==> src/rtl/mem_ctrl_pkg.sv <==
// Shared constants for the memory controller: enables, zero values, length codes, FSM states.
// Also holds the length decode and byte-lane select helpers.
package mem_ctrl_pkg;

    localparam logic ENABLE  = 1'b1;
    localparam logic DISABLE = 1'b0;

    localparam logic [31:0] ZERO_WORD = 32'h0000_0000;
    localparam logic [7:0]  ZERO_BYTE = 8'h00;

    localparam logic [1:0] LEN_BYTE = 2'b00;
    localparam logic [1:0] LEN_HALF = 2'b01;
    localparam logic [1:0] LEN_ALT  = 2'b10;
    localparam logic [1:0] LEN_WORD = 2'b11;

    localparam logic [1:0] S_IDLE  = 2'd0;
    localparam logic [1:0] S_READ  = 2'd1;
    localparam logic [1:0] S_WRITE = 2'd2;
    localparam logic [1:0] S_DONE  = 2'd3;

    // Index of the final byte of a transfer (byte count minus one).
    function automatic logic [1:0] len_last(input logic [1:0] len);
        case (len)
            LEN_BYTE: return 2'd0;
            LEN_HALF: return 2'd1;
            LEN_ALT:  return 2'd0;
            LEN_WORD: return 2'd3;
            default:  return 2'd0;
        endcase
    endfunction

    function automatic logic [7:0] byte_sel(input logic [31:0] word, input logic [1:0] idx);
        return word[{idx, 3'b000} +: 8];
    endfunction

endpackage

==> src/rtl/mem_ctrl.sv <==
// Arbiter and sequencer sharing one byte-wide, 1-cycle-latency RAM between the
// instruction-fetch and load/store requesters; little-endian, MEM has priority.
module mem_ctrl
    import mem_ctrl_pkg::*;
#(
    parameter int ADDR_W = 32
) (
    input  logic              clk,
    input  logic              rst,
    input  logic              rdy,
    input  logic              if_req_i,
    input  logic [ADDR_W-1:0] if_addr_i,
    output logic [31:0]       if_inst_o,
    output logic              if_done_o,
    input  logic              mem_req_i,
    input  logic              mem_we_i,
    input  logic [1:0]        mem_len_i,
    input  logic [ADDR_W-1:0] mem_addr_i,
    input  logic [31:0]       mem_wdata_i,
    output logic [31:0]       mem_rdata_o,
    output logic              mem_done_o,
    output logic [ADDR_W-1:0] addr_ram_o,
    input  logic [7:0]        d_ram_i,
    output logic [7:0]        d_ram_o,
    output logic              wr_ram_o
);

    logic [1:0]        state;
    logic [1:0]        cnt;
    logic [1:0]        last_q;
    logic              rd_cap;
    logic              own_mem;
    logic              rdy_q;
    logic [ADDR_W-1:0] base_q;
    logic [31:0]       wdata_q;
    logic [31:0]       rd_data;
    logic [31:0]       rd_next;
    logic [7:0]        d_hold;
    logic [7:0]        rd_byte;
    logic [1:0]        addr_off;
    logic              last_byte;
    logic              busy;

    assign last_byte = (cnt == last_q);
    assign busy      = (state == S_READ) || (state == S_WRITE);

    // A stall leaves the RAM output pointing one byte ahead, so the byte that
    // was on d_ram_i when the stall began is parked in d_hold for the resume cycle.
    assign rd_byte = rdy_q ? d_ram_i : d_hold;
    assign rd_next = rd_data | (32'(rd_byte) << {cnt, 3'b000});

    // While capturing byte cnt, the address for byte cnt+1 is already issued;
    // the final capture cycle simply repeats the last address.
    always_comb begin
        addr_off = cnt;
        if (state == S_READ && rd_cap && !last_byte) begin
            addr_off = cnt + 2'd1;
        end
    end

    assign addr_ram_o = busy ? base_q + ADDR_W'(addr_off) : '0;
    assign d_ram_o    = (state == S_WRITE) ? byte_sel(wdata_q, cnt) : ZERO_BYTE;
    assign wr_ram_o   = (state == S_WRITE && rdy) ? ENABLE : DISABLE;
    assign if_done_o  = (state == S_DONE && !own_mem) ? ENABLE : DISABLE;
    assign mem_done_o = (state == S_DONE && own_mem) ? ENABLE : DISABLE;

    always_ff @(posedge clk) begin
        if (!rst) begin
            state       <= S_IDLE;
            cnt         <= 2'd0;
            last_q      <= 2'd0;
            rd_cap      <= DISABLE;
            own_mem     <= DISABLE;
            rdy_q       <= DISABLE;
            if_inst_o   <= ZERO_WORD;
            mem_rdata_o <= ZERO_WORD;
        end else begin
            rdy_q <= rdy;
            if (rdy) begin
                case (state)
                    S_IDLE: begin
                        cnt    <= 2'd0;
                        rd_cap <= DISABLE;
                        if (mem_req_i) begin
                            own_mem <= ENABLE;
                            last_q  <= len_last(mem_len_i);
                            state   <= mem_we_i ? S_WRITE : S_READ;
                        end else if (if_req_i) begin
                            own_mem <= DISABLE;
                            last_q  <= len_last(LEN_WORD);
                            state   <= S_READ;
                        end
                    end
                    S_READ: begin
                        if (!rd_cap) begin
                            rd_cap <= ENABLE;
                        end else begin
                            cnt <= cnt + 2'd1;
                            if (last_byte) begin
                                state <= S_DONE;
                                if (own_mem) begin
                                    mem_rdata_o <= rd_next;
                                end else begin
                                    if_inst_o <= rd_next;
                                end
                            end
                        end
                    end
                    S_WRITE: begin
                        cnt <= cnt + 2'd1;
                        if (last_byte) begin
                            state <= S_DONE;
                        end
                    end
                    S_DONE: begin
                        state <= S_IDLE;
                    end
                    default: begin
                        state <= S_IDLE;
                    end
                endcase
            end
        end
    end

    // Transaction data path: latched at grant, assembled during READ.
    always_ff @(posedge clk) begin
        d_hold <= rd_byte;
        if (rdy) begin
            if (state == S_IDLE) begin
                base_q  <= mem_req_i ? mem_addr_i : if_addr_i;
                wdata_q <= mem_wdata_i;
                rd_data <= ZERO_WORD;
            end else if (state == S_READ && rd_cap) begin
                rd_data <= rd_next;
            end
        end
    end

endmodule

==> config.mk <==
export PLATFORM = sky130hd
export DESIGN_NAME = mem_ctrl
export DESIGN_NICKNAME = d
export VERILOG_FILES = /design/src/rtl/mem_ctrl_pkg.sv /design/src/rtl/mem_ctrl.sv
export SDC_FILE = /design/constraint.sdc
export NUM_CORES = 1
export LEC_CHECK = 0
export ABC_AREA = 1
export CAP_MARGIN = 20
export CELL_PAD_IN_SITES_DETAIL_PLACEMENT = 1
export CELL_PAD_IN_SITES_GLOBAL_PLACEMENT = 1
export CORE_UTILIZATION = 38
export DETAILED_ROUTE_END_ITERATION = 10
export PLACE_DENSITY_LB_ADDON = 0.1
export SLEW_MARGIN = 20
export SYNTH_ARGS = -nofsm -noshare
export SYNTH_HDL_FRONTEND = slang
export SYNTH_SLANG_ARGS = --single-unit
==> constraint.sdc <==
create_clock -name clk -period 5.9 [get_ports clk]
set_clock_uncertainty 0.1 [all_clocks]
set_input_delay 1.18 -clock clk [delete_from_list [all_inputs] [get_ports clk]]
set_output_delay 1.18 -clock clk [all_outputs]
set_load 0.01 [all_outputs]
After elaboration in Yosys (flattened, before gate mapping). Cells that the tools add are included.

Flip-flop bits (word level): 177. Bits of input ports: 112. Output and inout bits: 107. Logic and storage cells: 73.

Reduce and logical (&&, ||, !) cells: 23. Shift operators: 2. Eq/ne operators: 9. Multiplexer cells: 23. Add/subtract/negate cells: 2. Bitwise gates (word level): 2.

Operators with widths (count): $mux W32 (3); $add A32 B2 Y32 (1); $or A32 B32 Y32 (1); $shiftx A32 B6 Y8 (1); $shl A8 B5 Y32 (1); $mux W2 (9); $mux W8 (2); $pmux W2 S3 (2); $reduce_and A5 Y1 (2); $reduce_and A3 Y1 (3); $eq A2 B2 Y1 const B (4); $pmux W2 S4 (1); $reduce_and A2 Y1 (3); $reduce_bool A2 Y1 (3); $logic_and A1 B1 Y1 (5); $mux W1 (5); $eq A2 B1 Y1 const B (2); $logic_not A2 Y1 (2); $ne A3 B3 Y1 const B (1); $reduce_bool A3 Y1 (1); $add A2 B1 Y2 const B (1); $eq A2 B2 Y1 (1); $logic_not A1 Y1 (2); $ne A2 B2 Y1 const B (1); 4 further kinds (4).

Depth between registers and ports, before layout.
Word-level depth: 6. Depth in mapped cells: 16. Mapped depth without buffers: 16.

Least setup slack after synthesis. No wires, ideal clock.

Kind: register to output. Start point: register cnt[0]. End point: output addr_ram_o[30]. Buffers on the path: 3. Setup slack: 2.002 ns. Required time: 4.620 ns. Cell stages (with the launch flop): 16. Data arrival time: 2.618 ns. Cells stage by stage: dfxtp_1 -> buf_4 -> clkinv_1 -> buf_2 -> buf_2 -> xor2_1 -> ha_1 -> inv_1 -> fa_1 -> nor2_1 -> nand2_1 -> nor2_2 -> nand2_1 -> nand2_1 -> nand2_1 -> nor2_1.

Longest elaborated chain between the ends: 6. Elaborated cells between the ends (all ways): 7. Classes of those cells: 2 x add/sub; 1 x eq/ne; 2 x mux; 2 x reduce/logical.

RTL lines: start, declared (RTL line mem_ctrl.sv:29) `logic [1:0] cnt;`; start signal, assigned (RTL line mem_ctrl.sv:98) `cnt <= cnt + 2'd1;`; start signal, assigned (RTL line mem_ctrl.sv:110) `cnt <= cnt + 2'd1;`; $eq A2 B2 Y1 (RTL line mem_ctrl.sv:44) `assign last_byte = (cnt == last_q);`; $logic_not A1 Y1 (RTL line mem_ctrl.sv:56) `if (state == S_READ && rd_cap && !last_byte) begin`; $logic_and A1 B1 Y1 (RTL line mem_ctrl.sv:56); $mux W2 (*) (RTL line mem_ctrl.sv:56); $add A32 B2 Y32 (*) (RTL line mem_ctrl.sv:61) `assign addr_ram_o = busy ? base_q + ADDR_W'(addr_off) : '0;`; $mux W32 (*) (RTL line mem_ctrl.sv:61); end, declared (RTL line mem_ctrl.sv:22) `output logic [ADDR_W-1:0] addr_ram_o,`.

Every way passes the cells marked *; elsewhere a longest branch is shown, timed or not.

Worst setup path after layout. Ends and elaborated chain as after synthesis.

==> results.md <==
- Hold buffers post-CTS: 0
- Die Span Y: 153 um
- Core box area: 0.0226 mm2
- Status: finished clean
- Row Count: 55
- CTS tree: done
- Post-Syn Nets: 1315
- Clock tree buffer depth: 2
- Most used DFF post-synth: edfxtp_1
- Worst-Margin Slew: 0.907 ns
- Leakage: 5.29 nW
- Routed Antenna Nets: 0
- Port Buffer Count: 218
- Final Max Tran Viols: 0
- Hold WC Path Type: flip-flop to flip-flop
- DPL Wire Length: 18300 um
- Total power: 0.00397 W
- Final setup viols: 0
- Number of diodes: 0
- Root buffer cell: clkbuf_16
- Pin count of the biggest net entering global routing: 65
- Syn Area/Cell: 7.29 um2
- Residual DRC: 0
- DP Area: 0.0111 mm2
- Critical Path Source: cnt[0]
- Tot GR Track Use: 22.4%
- Crit. End Element: output port
- Final Cycle Share: 93.8%
- Starting DRT DRC Count: 371
- Worst path required time: 4.62 ns
- IO Pins: 219
- Post-Syn Area: 0.00870 mm2
- Via density: 4.69
- Vias post-DR: 7958
- Startpoint type of the worst setup path: flip-flop
- Sequential fraction of the synthesis area: 51.8%
- Number of enable flip-flop cells after synthesis: 96
- Post-CTS Setup Inserts: 0
- First-pass DRT Iterations: 4
- Fin area: 0.0118 mm2
- Fin crit period: 5.53 ns
- Total gr overflow: 0
- Data arrival, critical path: 4.25 ns
- Synth cell types: 31
- Power Density: 337 mW/mm2
- CTS Buf Count: 17
- Cell count after placement: 1661
- Vias in the first global route: 8346
- Clock latency on the worst-skew pair: 0.43 ns
- Clk pin slew, worst setup/hold paths: 0.07 ns
- Setup Crit Path Kind: flip-flop to output port
- Most common cell in the netlist: nand2_1
- Die extent in x: 153 um
- RSZ-0062 raised after global routing: false
- Layout Utilization: 52.2%
- #FFs+latches synth: 177
- Cell accounting for the most synthesized area: edfxtp_1
- First-pass GRT wire length: 41500 um
- Max_cap viols: 0
- Ys async rst share: 0%
- P&R area growth vs syn: 35.5%
- Worst ir drop on vdd: 0.171 mV
- Worst r2r src: state[0]
- Fraction of layout cells with a size suffix above 1: 3.69%
- Die ar.: 0.0235 mm2
- Drt wl/cell: 15.0 um
- RePlAce Congestion: 0.813
- Final hold viol count: 0
- Hold path startpoint: d_hold[5]
- Mapped Cells: 1194
- Area share of the largest cell type after synthesis: 33.1%
- Final-stage net count: 1518
- CTS HTree Levels: 4
- Non-Filler Instances: 1695
- Starting density of the core: 38.6%
- TNS Setup: 0 ns
- Slew HR: 39.5%
- Max Fclk: 181 MHz
- TritonCTS sink count: 177
- Drt total wl: 25500 um
- Crit Path Max Fanout: 19
- Synth top area cells: edfxtp_1, dfxtp_1, nand2_1
- Most frequent cells after synthesis: nand2_1, nor2_1, inv_1
- Yosys warning count: 0
- Initial antenna violation count: 2
- Post-CTS Resized: 0
worst max-delay path, stage by stage, from the launching register on:
cell and delay, ns:
dfxtp_1 0.83, xnor2_2 0.22, nand2_1 0.11, nand2_1 0.15, xor2_1 0.19, ha_1 0.22, inv_1 0.06, fa_1 0.45
nor2_1 0.37, nand2_1 0.11, nor2_2 0.27, nand2_1 0.10, nand2_1 0.07, nand2_1 0.05, nor2_1 0.08, clkdlybuf4s50_1 0.56
metal layers:
layer  routed length (um)  share of wire [%]  global-route usage [%]  up-vias
met5                   27               0.11                       0        -
met3                 1430                5.6                    6.46       37
met2                12600                 49                    39.9      190
met4                  460                1.8                    6.71        4
met1                11000                 43                    25.9     3708
li1                     -                  -                       -     4019
layout make-up:
type,instances,area (um2)
Sequential cell,177,4500
Clock inverter,7,63.8
Tap cell,285,357
Timing Repair Buffer,230,2300
Clock buffer,25,583
Multi-Input combinational cell,787,3290
Inverter,184,691
Fill cell,2807,10800
registers in the layout (all words and copies together) (netlist names):
name and flops:
base_q 32, cnt 2, d_hold 8, if_inst_o 32
last_q 2, mem_rdata_o 32, own_mem 1, rd_cap 1
rd_data 32, rdy_q 1, state 2, wdata_q 32
final timing paths:
path,to,slack (ns),cells after the start
max reg2reg,cnt[0],3.37,6
min,d_hold[5],0.38,2
min reg2reg,d_hold[5],0.38,2
max,addr_ram_o[30],0.37,15
layout by cell type (no fill, tap or decap), types with 2 or more instances in the layout:
cell type	netlist	final
nor3_1	2	2
inv_8	0	2
nand3b_1	2	2
clkdlybuf4s50_1	0	217
xnor2_2	2	2
xnor2_1	5	5
a21oi_1	23	23
ha_1	8	8
nand3_1	18	18
buf_4	2	10
inv_6	0	4
nor2_1	280	280
xor2_1	3	3
nand2_1	363	363
inv_1	182	181
o21ai_1	10	10
clkbuf_16	0	23
edfxtp_1	96	96
inv_2	1	2
dfxtp_1	81	81
clkbuf_1	24	2
nor2_2	2	2
o21ai_0	61	61
kinds of logic after synthesis:
kind of cell	Yosys count	share of synthesized area, %
DFF	177	51.8
AOI/OAI and AO/OA	96	5.56
buffers and inverters	230	10.4
adders and majority gates	9	1.38
xor gates and xnor gates	10	1.18
and+or+nand+nor	672	29.7
report_power, final:
part / switching [W] / internal, W
registers: 0.0000968 / 0.00153
logic: 0.000694 / 0.000427
clock network: 0.000515 / 0.000705
stage by stage:
step                      worst slack, ns  hold slack [ns]
after floorplan                      2.00            0.343
after global placement              0.864            0.367
after detailed placement            0.779            0.364
after CTS                           0.273            0.375
after global routing               0.0136            0.397
final                               0.369            0.380
Note: power is estimated with default switching activity, not from simulation.
